## src/rtl/i_mem_ctrl_if.sv

```systemverilog
// rtl/i_mem_ctrl_if.sv - fetch and program-load bus for i_mem_ctrl
// load_csum exists only when IMEM_LOAD_CSUM_EN is defined.
interface i_mem_ctrl_if #(
   parameter int DATA_W = 32,
   parameter int DEPTH  = 128,
   parameter int ADDR_W = 32
);
   localparam int IDX_W = $clog2(DEPTH);

   logic              fetch_req;
   logic [ADDR_W-1:0] fetch_addr;
   logic              fetch_gnt;
   logic              fetch_rvalid;
   logic [DATA_W-1:0] fetch_rdata;
   logic              fetch_err;
   logic              load_start;
   logic [IDX_W:0]    load_len;
   logic              load_valid;
   logic [DATA_W-1:0] load_data;
   logic              load_ready;
   logic              load_busy;
   logic              load_done;
`ifdef IMEM_LOAD_CSUM_EN
   logic [DATA_W-1:0] load_csum;
`endif

   modport master (
      output fetch_req, fetch_addr, load_start, load_len, load_valid, load_data,
      input  fetch_gnt, fetch_rvalid, fetch_rdata, fetch_err,
      input  load_ready, load_busy, load_done
`ifdef IMEM_LOAD_CSUM_EN
      , input load_csum
`endif
   );

   modport slave (
      input  fetch_req, fetch_addr, load_start, load_len, load_valid, load_data,
      output fetch_gnt, fetch_rvalid, fetch_rdata, fetch_err,
      output load_ready, load_busy, load_done
`ifdef IMEM_LOAD_CSUM_EN
      , output load_csum
`endif
   );
endinterface

```

## src/rtl/i_mem_ctrl.sv

```systemverilog
// rtl/i_mem_ctrl.sv - parametrised instruction memory with fetch pipeline and stream loader
// Optional running load checksum output enabled by IMEM_LOAD_CSUM_EN.
module i_mem_ctrl #(
   parameter int DATA_W = 32,
   parameter int DEPTH  = 128,
   parameter int ADDR_W = 32,
   parameter int RD_LAT = 1
) (
   input  logic        clk,
   input  logic        rst,
   i_mem_ctrl_if.slave bus
);
   localparam int IDX_W = $clog2(DEPTH);
   localparam logic [IDX_W:0]   LEN_MAX = DEPTH[IDX_W:0];
   localparam logic [IDX_W:0]   LEN_ONE = 1;
   localparam logic [IDX_W-1:0] PTR_ONE = 1;

   typedef enum logic [0:0] {ST_RUN = 1'b0, ST_LOAD = 1'b1} state_t;

   state_t            r_state;
   state_t            w_state_nxt;

   logic [DATA_W-1:0] r_mem [DEPTH];
   logic [IDX_W:0]    r_len;
   logic [IDX_W-1:0]  r_ptr;
   logic              r_done;
   logic              r_s1_valid;
   logic              r_s1_err;
   logic [DATA_W-1:0] r_s1_data;

   logic              w_gnt;
   logic              w_load_ready;
   logic              w_load_busy;
   logic              w_wr;
   logic              w_last;
   logic              w_start;
   logic              w_start_zero;
   logic [IDX_W-1:0]  w_idx;
   logic              w_err;
   logic [IDX_W:0]    w_len_clamp;

   always_ff @(posedge clk) begin
      if (rst) begin
         r_state <= ST_RUN;
      end else begin
         r_state <= w_state_nxt;
      end
   end

   always_comb begin
      w_state_nxt  = r_state;
      w_gnt        = 1'b0;
      w_load_ready = 1'b0;
      w_load_busy  = 1'b0;
      w_wr         = 1'b0;
      w_last       = 1'b0;
      w_start      = 1'b0;
      w_start_zero = 1'b0;
      case (r_state)
         ST_RUN: begin
            w_gnt = bus.fetch_req;
            if (bus.load_start) begin
               w_start = 1'b1;
               if (bus.load_len == '0) begin
                  w_start_zero = 1'b1;
               end else begin
                  w_state_nxt = ST_LOAD;
               end
            end
         end
         ST_LOAD: begin
            w_load_ready = 1'b1;
            w_load_busy  = 1'b1;
            w_wr         = bus.load_valid;
            w_last       = bus.load_valid && ({1'b0, r_ptr} == (r_len - LEN_ONE));
            if (w_last) begin
               w_state_nxt = ST_RUN;
            end
         end
         default: w_state_nxt = ST_RUN;
      endcase
   end

   assign w_len_clamp = (bus.load_len > LEN_MAX) ? LEN_MAX : bus.load_len;

   // The pointer holds at len-1 on the final write, so a full-depth load never wraps.
   always_ff @(posedge clk) begin
      if (rst) begin
         r_len  <= '0;
         r_ptr  <= '0;
         r_done <= 1'b0;
      end else begin
         r_done <= w_start_zero | w_last;
         if (w_start) begin
            r_ptr <= '0;
            if (!w_start_zero) begin
               r_len <= w_len_clamp;
            end
         end else if (w_wr && !w_last) begin
            r_ptr <= r_ptr + PTR_ONE;
         end
      end
   end

   // Contents survive reset; a reset in the write cycle suppresses that write.
   always_ff @(posedge clk) begin
      if (w_wr && !rst) begin
         r_mem[r_ptr] <= bus.load_data;
      end
   end

   assign w_idx = bus.fetch_addr[IDX_W+1:2];
   assign w_err = (bus.fetch_addr[1:0] != 2'b00) || ((bus.fetch_addr >> (IDX_W + 2)) != '0);

   always_ff @(posedge clk) begin
      if (rst) begin
         r_s1_valid <= 1'b0;
         r_s1_err   <= 1'b0;
         r_s1_data  <= '0;
      end else begin
         r_s1_valid <= w_gnt;
         if (w_gnt) begin
            r_s1_err  <= w_err;
            r_s1_data <= w_err ? '0 : r_mem[w_idx];
         end
      end
   end

   generate
      if (RD_LAT == 2) begin : g_lat2
         logic              r_s2_valid;
         logic              r_s2_err;
         logic [DATA_W-1:0] r_s2_data;

         always_ff @(posedge clk) begin
            if (rst) begin
               r_s2_valid <= 1'b0;
               r_s2_err   <= 1'b0;
               r_s2_data  <= '0;
            end else begin
               r_s2_valid <= r_s1_valid;
               r_s2_err   <= r_s1_err;
               r_s2_data  <= r_s1_data;
            end
         end

         assign bus.fetch_rvalid = r_s2_valid;
         assign bus.fetch_err    = r_s2_err;
         assign bus.fetch_rdata  = r_s2_data;
      end else begin : g_lat1
         assign bus.fetch_rvalid = r_s1_valid;
         assign bus.fetch_err    = r_s1_err;
         assign bus.fetch_rdata  = r_s1_data;
      end
   endgenerate

`ifdef IMEM_LOAD_CSUM_EN
   logic [DATA_W-1:0] r_csum;

   always_ff @(posedge clk) begin
      if (rst) begin
         r_csum <= '0;
      end else if (w_start) begin
         r_csum <= '0;
      end else if (w_wr) begin
         r_csum <= r_csum + bus.load_data;
      end
   end

   assign bus.load_csum = r_csum;
`endif

   assign bus.fetch_gnt  = w_gnt;
   assign bus.load_ready = w_load_ready;
   assign bus.load_busy  = w_load_busy;
   assign bus.load_done  = r_done;
endmodule

```

## src/flat_wrapper.sv

```systemverilog
// flat-port wrapper written by rule: the top's interface ports become plain ports
module i_mem_ctrl_flat 
#(
   parameter int DATA_W = 32,
   parameter int DEPTH  = 128,
   parameter int ADDR_W = 32,
   parameter int RD_LAT = 1
)
  (clk, rst, bus_fetch_req, bus_fetch_addr, bus_load_start, bus_load_len, bus_load_valid, bus_load_data, bus_fetch_gnt, bus_fetch_rvalid, bus_fetch_rdata, bus_fetch_err, bus_load_ready, bus_load_busy, bus_load_done);
  i_mem_ctrl_if #(.DATA_W(DATA_W), .DEPTH(DEPTH), .ADDR_W(ADDR_W)) bus_i ();
  input  logic clk;
  input  logic rst;
  input wire logic [$bits(bus_i.fetch_req)-1:0] bus_fetch_req;
  input wire logic [$bits(bus_i.fetch_addr)-1:0] bus_fetch_addr;
  input wire logic [$bits(bus_i.load_start)-1:0] bus_load_start;
  input wire logic [$bits(bus_i.load_len)-1:0] bus_load_len;
  input wire logic [$bits(bus_i.load_valid)-1:0] bus_load_valid;
  input wire logic [$bits(bus_i.load_data)-1:0] bus_load_data;
  output wire logic [$bits(bus_i.fetch_gnt)-1:0] bus_fetch_gnt;
  output wire logic [$bits(bus_i.fetch_rvalid)-1:0] bus_fetch_rvalid;
  output wire logic [$bits(bus_i.fetch_rdata)-1:0] bus_fetch_rdata;
  output wire logic [$bits(bus_i.fetch_err)-1:0] bus_fetch_err;
  output wire logic [$bits(bus_i.load_ready)-1:0] bus_load_ready;
  output wire logic [$bits(bus_i.load_busy)-1:0] bus_load_busy;
  output wire logic [$bits(bus_i.load_done)-1:0] bus_load_done;
  assign bus_i.fetch_req = bus_fetch_req;
  assign bus_i.fetch_addr = bus_fetch_addr;
  assign bus_i.load_start = bus_load_start;
  assign bus_i.load_len = bus_load_len;
  assign bus_i.load_valid = bus_load_valid;
  assign bus_i.load_data = bus_load_data;
  assign bus_fetch_gnt = bus_i.fetch_gnt;
  assign bus_fetch_rvalid = bus_i.fetch_rvalid;
  assign bus_fetch_rdata = bus_i.fetch_rdata;
  assign bus_fetch_err = bus_i.fetch_err;
  assign bus_load_ready = bus_i.load_ready;
  assign bus_load_busy = bus_i.load_busy;
  assign bus_load_done = bus_i.load_done;
  i_mem_ctrl #(.DATA_W(DATA_W), .DEPTH(DEPTH), .ADDR_W(ADDR_W), .RD_LAT(RD_LAT)) u_core (.clk(clk), .rst(rst), .bus(bus_i));
endmodule
```

## config.mk

```make
export PLATFORM = sky130hd
export DESIGN_NAME = i_mem_ctrl_flat
export DESIGN_NICKNAME = d
export VERILOG_FILES = /design/src/rtl/i_mem_ctrl_if.sv /design/src/rtl/i_mem_ctrl.sv /design/src/flat_wrapper.sv
export SDC_FILE = /design/constraint.sdc
export NUM_CORES = 2
export LEC_CHECK = 0
export BUFFER_PORTS_ARGS = -buffer_cell sky130_fd_sc_hd__buf_4
export CAP_MARGIN = 20
export CELL_PAD_IN_SITES_DETAIL_PLACEMENT = 0
export CELL_PAD_IN_SITES_GLOBAL_PLACEMENT = 1
export CORE_MARGIN = 5
export CORE_UTILIZATION = 35
export CTS_BUF_LIST = sky130_fd_sc_hd__clkbuf_4 sky130_fd_sc_hd__clkbuf_8
export DETAILED_ROUTE_END_ITERATION = 8
export PLACE_DENSITY_LB_ADDON = 0.1
export SLEW_MARGIN = 0
export SYNTH_ARGS = -nofsm -noshare
export SYNTH_HDL_FRONTEND = slang
export SYNTH_SLANG_ARGS = --single-unit
```

## constraint.sdc

```tcl
create_clock -name clk -period 5.8 [get_ports clk]
set_input_delay 0.29 -clock clk [delete_from_list [all_inputs] [get_ports clk]]
set_output_delay 0.29 -clock clk [all_outputs]
set_load 0.03 [all_outputs]
```

; Word level (Yosys, flattened, before mapping)
; Memories as Yosys holds them, arrays and structs flattened.
; Index checks and enable logic that the tools add are counted.
[word_totals]
latch_bits = 0
word_cells = 43
regBits = 51
mem_bits_ro = 0
out_inout_bits = 38
ram_bits = 4096
input_bits = 77
memories = 1
[mem_list]
columns = memory, depth, width, rd, rd_ports_with_merged_regs, write_ports, line_no
row1 = u_core.r_mem, 128, 32, 1, 0, 1, i_mem_ctrl.sv:23  ; logic [DATA_W-1:0] r_mem [DEPTH];
[classes]
magnitude_cmp = 1
n_div = 0
bitwise = 3
reduce_logical = 11
shift = 0
n_mul = 0
muxes = 17
eq_ne = 1
addsub = 2
[ops]
columns = operator, count
row1 = $mux 32, 1
row2 = $reduce_bool 32->1, 1
row3 = $mux 1, 14
row4 = $eq 7x8->1, 1
row5 = $gt 8x8->1 const B, 1
row6 = $logic_not 8->1, 1
row7 = $mux 8, 1
row8 = $sub 8x1->8 const B, 1
row9 = $add 7x1->7 const B, 1
row10 = $logic_and 1x1->1, 3
row11 = $logic_not 1->1, 2
row12 = $not 1->1, 2
row13 = $pmux 1 s2, 1
row14 = $reduce_and 2->1, 1
row15 = $reduce_bool 2->1, 1
row16 = $reduce_or 2->1, 1
row17 = $logic_or 1x1->1, 1
row18 = $or 1x1->1, 1

; Depth between registers and ports, before layout
[logic_depth]
depth_word = 6
mapped_depth = 13
ltp_nobuf = 9

; Worst setup path before layout
; No wires, ideal clock.
[synth_timing]
path_type = register to register
from = reg u_core.r_state
to = mem u_core.r_mem[72][0] (enable)
n_path_buf = 1
path_stages_with_launch = 6
setup_ns = 0.503
arrival_time_ns = 4.528
required_ns = 5.297
period_less_slack_ns = 5.031
slack_ns = 0.769
cell_sequence = dfxtp_1 > nand2_1 > clkbuf_1 > nor2_1 > nand4_1 > nor4_1
[synth_via]
elab_chain_cells = 4
[synth_lines]
columns = item, line_no
row1 = "start, declared", i_mem_ctrl.sv:20  ; state_t r_state;
row2 = "start signal, assigned", i_mem_ctrl.sv:46  ; r_state <= w_state_nxt;
row3 = $mux 1, i_mem_ctrl.sv:59  ; case (r_state)
row4 = $logic_and 1x1->1, i_mem_ctrl.sv:107  ; if (w_wr && !rst) begin
row5 = $mux 1, i_mem_ctrl.sv:107
row6 = $mux 1 (not written as such), i_mem_ctrl.sv:108  ; r_mem[r_ptr] <= bus.load_data;
row7 = "end, declared", i_mem_ctrl.sv:23
; No other way between the ends.

; Worst setup path after layout
[layout_timing]
from = reg u_core.r_state
to = mem u_core.r_mem[75][19] (enable)
; Same word-level chain as after synthesis.

==> metrics.csv <==
metric,value,unit
synth warn,0,
Worst Path Required,6.67,ns
Max-slew headroom,14.8,%
Fin Hold WS,0.121,ns
Placer Congestion,0.784,
#FFs+latches synth,4147,
asr flop ratio synth,0,%
Bufs and invs on worst path,1,
Sequential Power Share,53.4,%
Critical Setup Path Class,register to register,
Bufs on Longest Clock Path,4,
initial antenna violation count,51,
Max stage delay on crit path,1.11,ns
TritonCTS Buffers,710,
ys flop type,edfxtp_1,
"setup slack, reg-to-reg",1.76,ns
power per cell area,334,nW/um^2
Worst Setup SP,u_core.r_state,
DRC viols,0,
HP Class,primary input to register,
largest net degree at the start of global routing,93,
first-pass GRT wire length,706,mm
unrepaired setup endpoints after global routing,false,
slowest CP cell,nor2_4,
Root Driver,clkbuf_8,
library cells used by synthesis,56,
dominant cells by area after synthesis,"edfxtp_1 (77%), mux4_2 (13%), mux2i_1 (3.1%), o221ai_1 (0.96%), dfxtp_1 (0.64%)",
final core occ,40.8,%
Final Slew Violations,0,
Tmin final,4.04,ns
placed cell area,170000,sq um
worst-path fanout max,16,
vias in the first global route,83700,
GRT Residual Overflow,0,
Die Span Y,684,microns
Crit path max-delay family,simple AND/OR/NAND/NOR gates,
Final setup viols,0,
post-synthesis sequential area ratio,78.1,%
port bufs,114,
Area Overhead vs Synth,16.1,%
peak supply drop,248,uV
vias per cell,5.46,
sink count of the clock tree,4147,
CP endpoint kind,register,
Post-synth EDFFs,4096,
I/O pin count,115,
share of cells above drive strength 1,30.4,%
htree depth,6,
total power,61.7,mW
via count,80500,
Mapped Area,159000,sq um
Post-Route WL,518,mm
Hold Startpoint,bus_fetch_addr[4],
Initial Utilization,35.1,%
nets@finish,8260,
Fmax achieved,248,MHz
Combinational Power Share,5.3,%
slew at the pin with the worst max-slew slack,1.28,ns
Synth Net Count,7372,
NetSw,14.1,mW
Max-Cap Viols,0,
post-synth top area share,77.4,%
"area leader, netlist",edfxtp_1,
Post-CTS Setup Inserts,0,
Mean Syn Cell Area,21.8,sq um
post-route setup TNS,0,ns
filler cell count,40100,
worst path cell trace,"nand2_1, nor2_1, nand4_1, nor2_4, buf_4",
Die Span X,684,microns
post-synthesis cell count,7293,
DP HPWL,305,mm
sw frac,22.9,%
Clock transition at path regs,0.06,ns
Clock power frac,41.2,%
Final Cycle Share,69.6,%
status,"complete, no violations",
cell internal pwr,47.6,mW
antenna-violating nets left,0,
Final Hold Vio Count,0,
fin area,184000,sq um
average routed wire per standard cell,35.2,microns
Worst Path Arrival,4.91,ns
Startpoint Class,register,
total track usage,21.7,%
worst r2r src,u_core.r_state,
total core area,452000,sq um
Iter 0 DRT Violations,8283,
most frequent cell after synthesis,edfxtp_1,
total leakage power,58.3,nW
CTS tree,built,
Die ar.,468000,sq um
most frequent cells after synthesis,"edfxtp_1 (4096), mux4_2 (896), mux2i_1 (496)",
clk_lat worst skew,1.21,ns
std cell rows,247,
DRT Pass-1 Iters,5,
Setup Skew,0.0737,ns
## power groups by stage
stage	clock (mW)	combinational [mW]	sequential (mW)
2_1_floorplan	0	1.52	33.6
3_3_place_gp	0	3.28	33.6
3_5_place_dp	0	3.31	33.6
4_1_cts	26.1	3.36	33.0
5_1_grt	27.5	3.45	32.9
6_report	25.4	3.28	33.0
## cells by family after synthesis
logic type,after synthesis,synth area share [%]
AOI/OAI and AO/OA,698,3.02
xor gates and xnor gates,14,0.0772
adders and majority gates,2,0.0157
buffers and inverters,438,1.29
DFF,4147,78.1
muxes,1393,15.8
and+or+nand+nor,601,1.71
## cell usage in the layout (no fill, tap or decap), drive strengths merged, types with 93 or more instances in the layout
master / Yosys / final
edfxtp: 4096 / 4096
clkbuf: 213 / 977
mux4: 896 / 896
buf: 217 / 521
mux2i: 496 / 496
clkinv: 0 / 239
nor2: 206 / 206
a21oi: 186 / 186
o221ai: 175 / 175
nand2: 166 / 166
o22ai: 95 / 95
nand3: 93 / 93
## layer usage
metal / track usage, % / vias up / part of all wire, %
met5: 0 / - / 0.0014
met4: 5.34 / 2 / 2.5
met3: 3.01 / 677 / 5.4
met2: 36.5 / 2670 / 49
met1: 29.8 / 44300 / 43
li1: - / 32900 / -
## layout make-up
cell class,count,area [sq um],area share (%)
inverter,8,38.8,0.0210
timing repair buffer,606,5550,3.01
clock inverter,284,1560,0.847
antenna,28,70.1,0.0380
multi-input combinational,2708,33900,18.4
clock buffer,977,11900,6.45
tap,5976,7480,4.05
sequential,4147,124000,67.2
## state kept, by name, summed over array words and instances (netlist names)
register,cells
u_core.bus.fetch_rdata,32
u_core.bus.fetch_rvalid,1
u_core.r_len,8
u_core.bus.fetch_err,1
u_core.r_state,1
u_core.bus.load_done,1
u_core.r_mem,4096
u_core.r_ptr,7
## metrics by stage
step	instances	setup slack (ns)
after CTS	14700	1.73
after floorplan	7293	0.769
after global routing	14700	1.66
final	14700	1.76
after detailed placement	13400	1.27
after global placement	13300	1.22
## worst paths after layout
path,to,depth (start not counted)
setup reg to reg,u_core.r_mem[75][19],5
setup / recovery,u_core.r_mem[75][19],5
hold / removal,u_core.bus.fetch_rdata[16],6
hold reg to reg,u_core.bus.fetch_rdata[15],2
## repair_timing
action | CTS | global route
gates resized for setup | 0 | 0
setup endpoints to repair | 0 | 0
hold endpoints to repair | 2145 | 0
hold buffers | 84 | 0
## worst reg2reg max path: cells and delay by family (launching register included)
family / cells / cell delay, ns
buffers and inverters: 1 / 0.36
AND/OR/NAND/NOR: 4 / 2.75
flip-flops: 1 / 0.60
(Power assumes the default switching activity.)
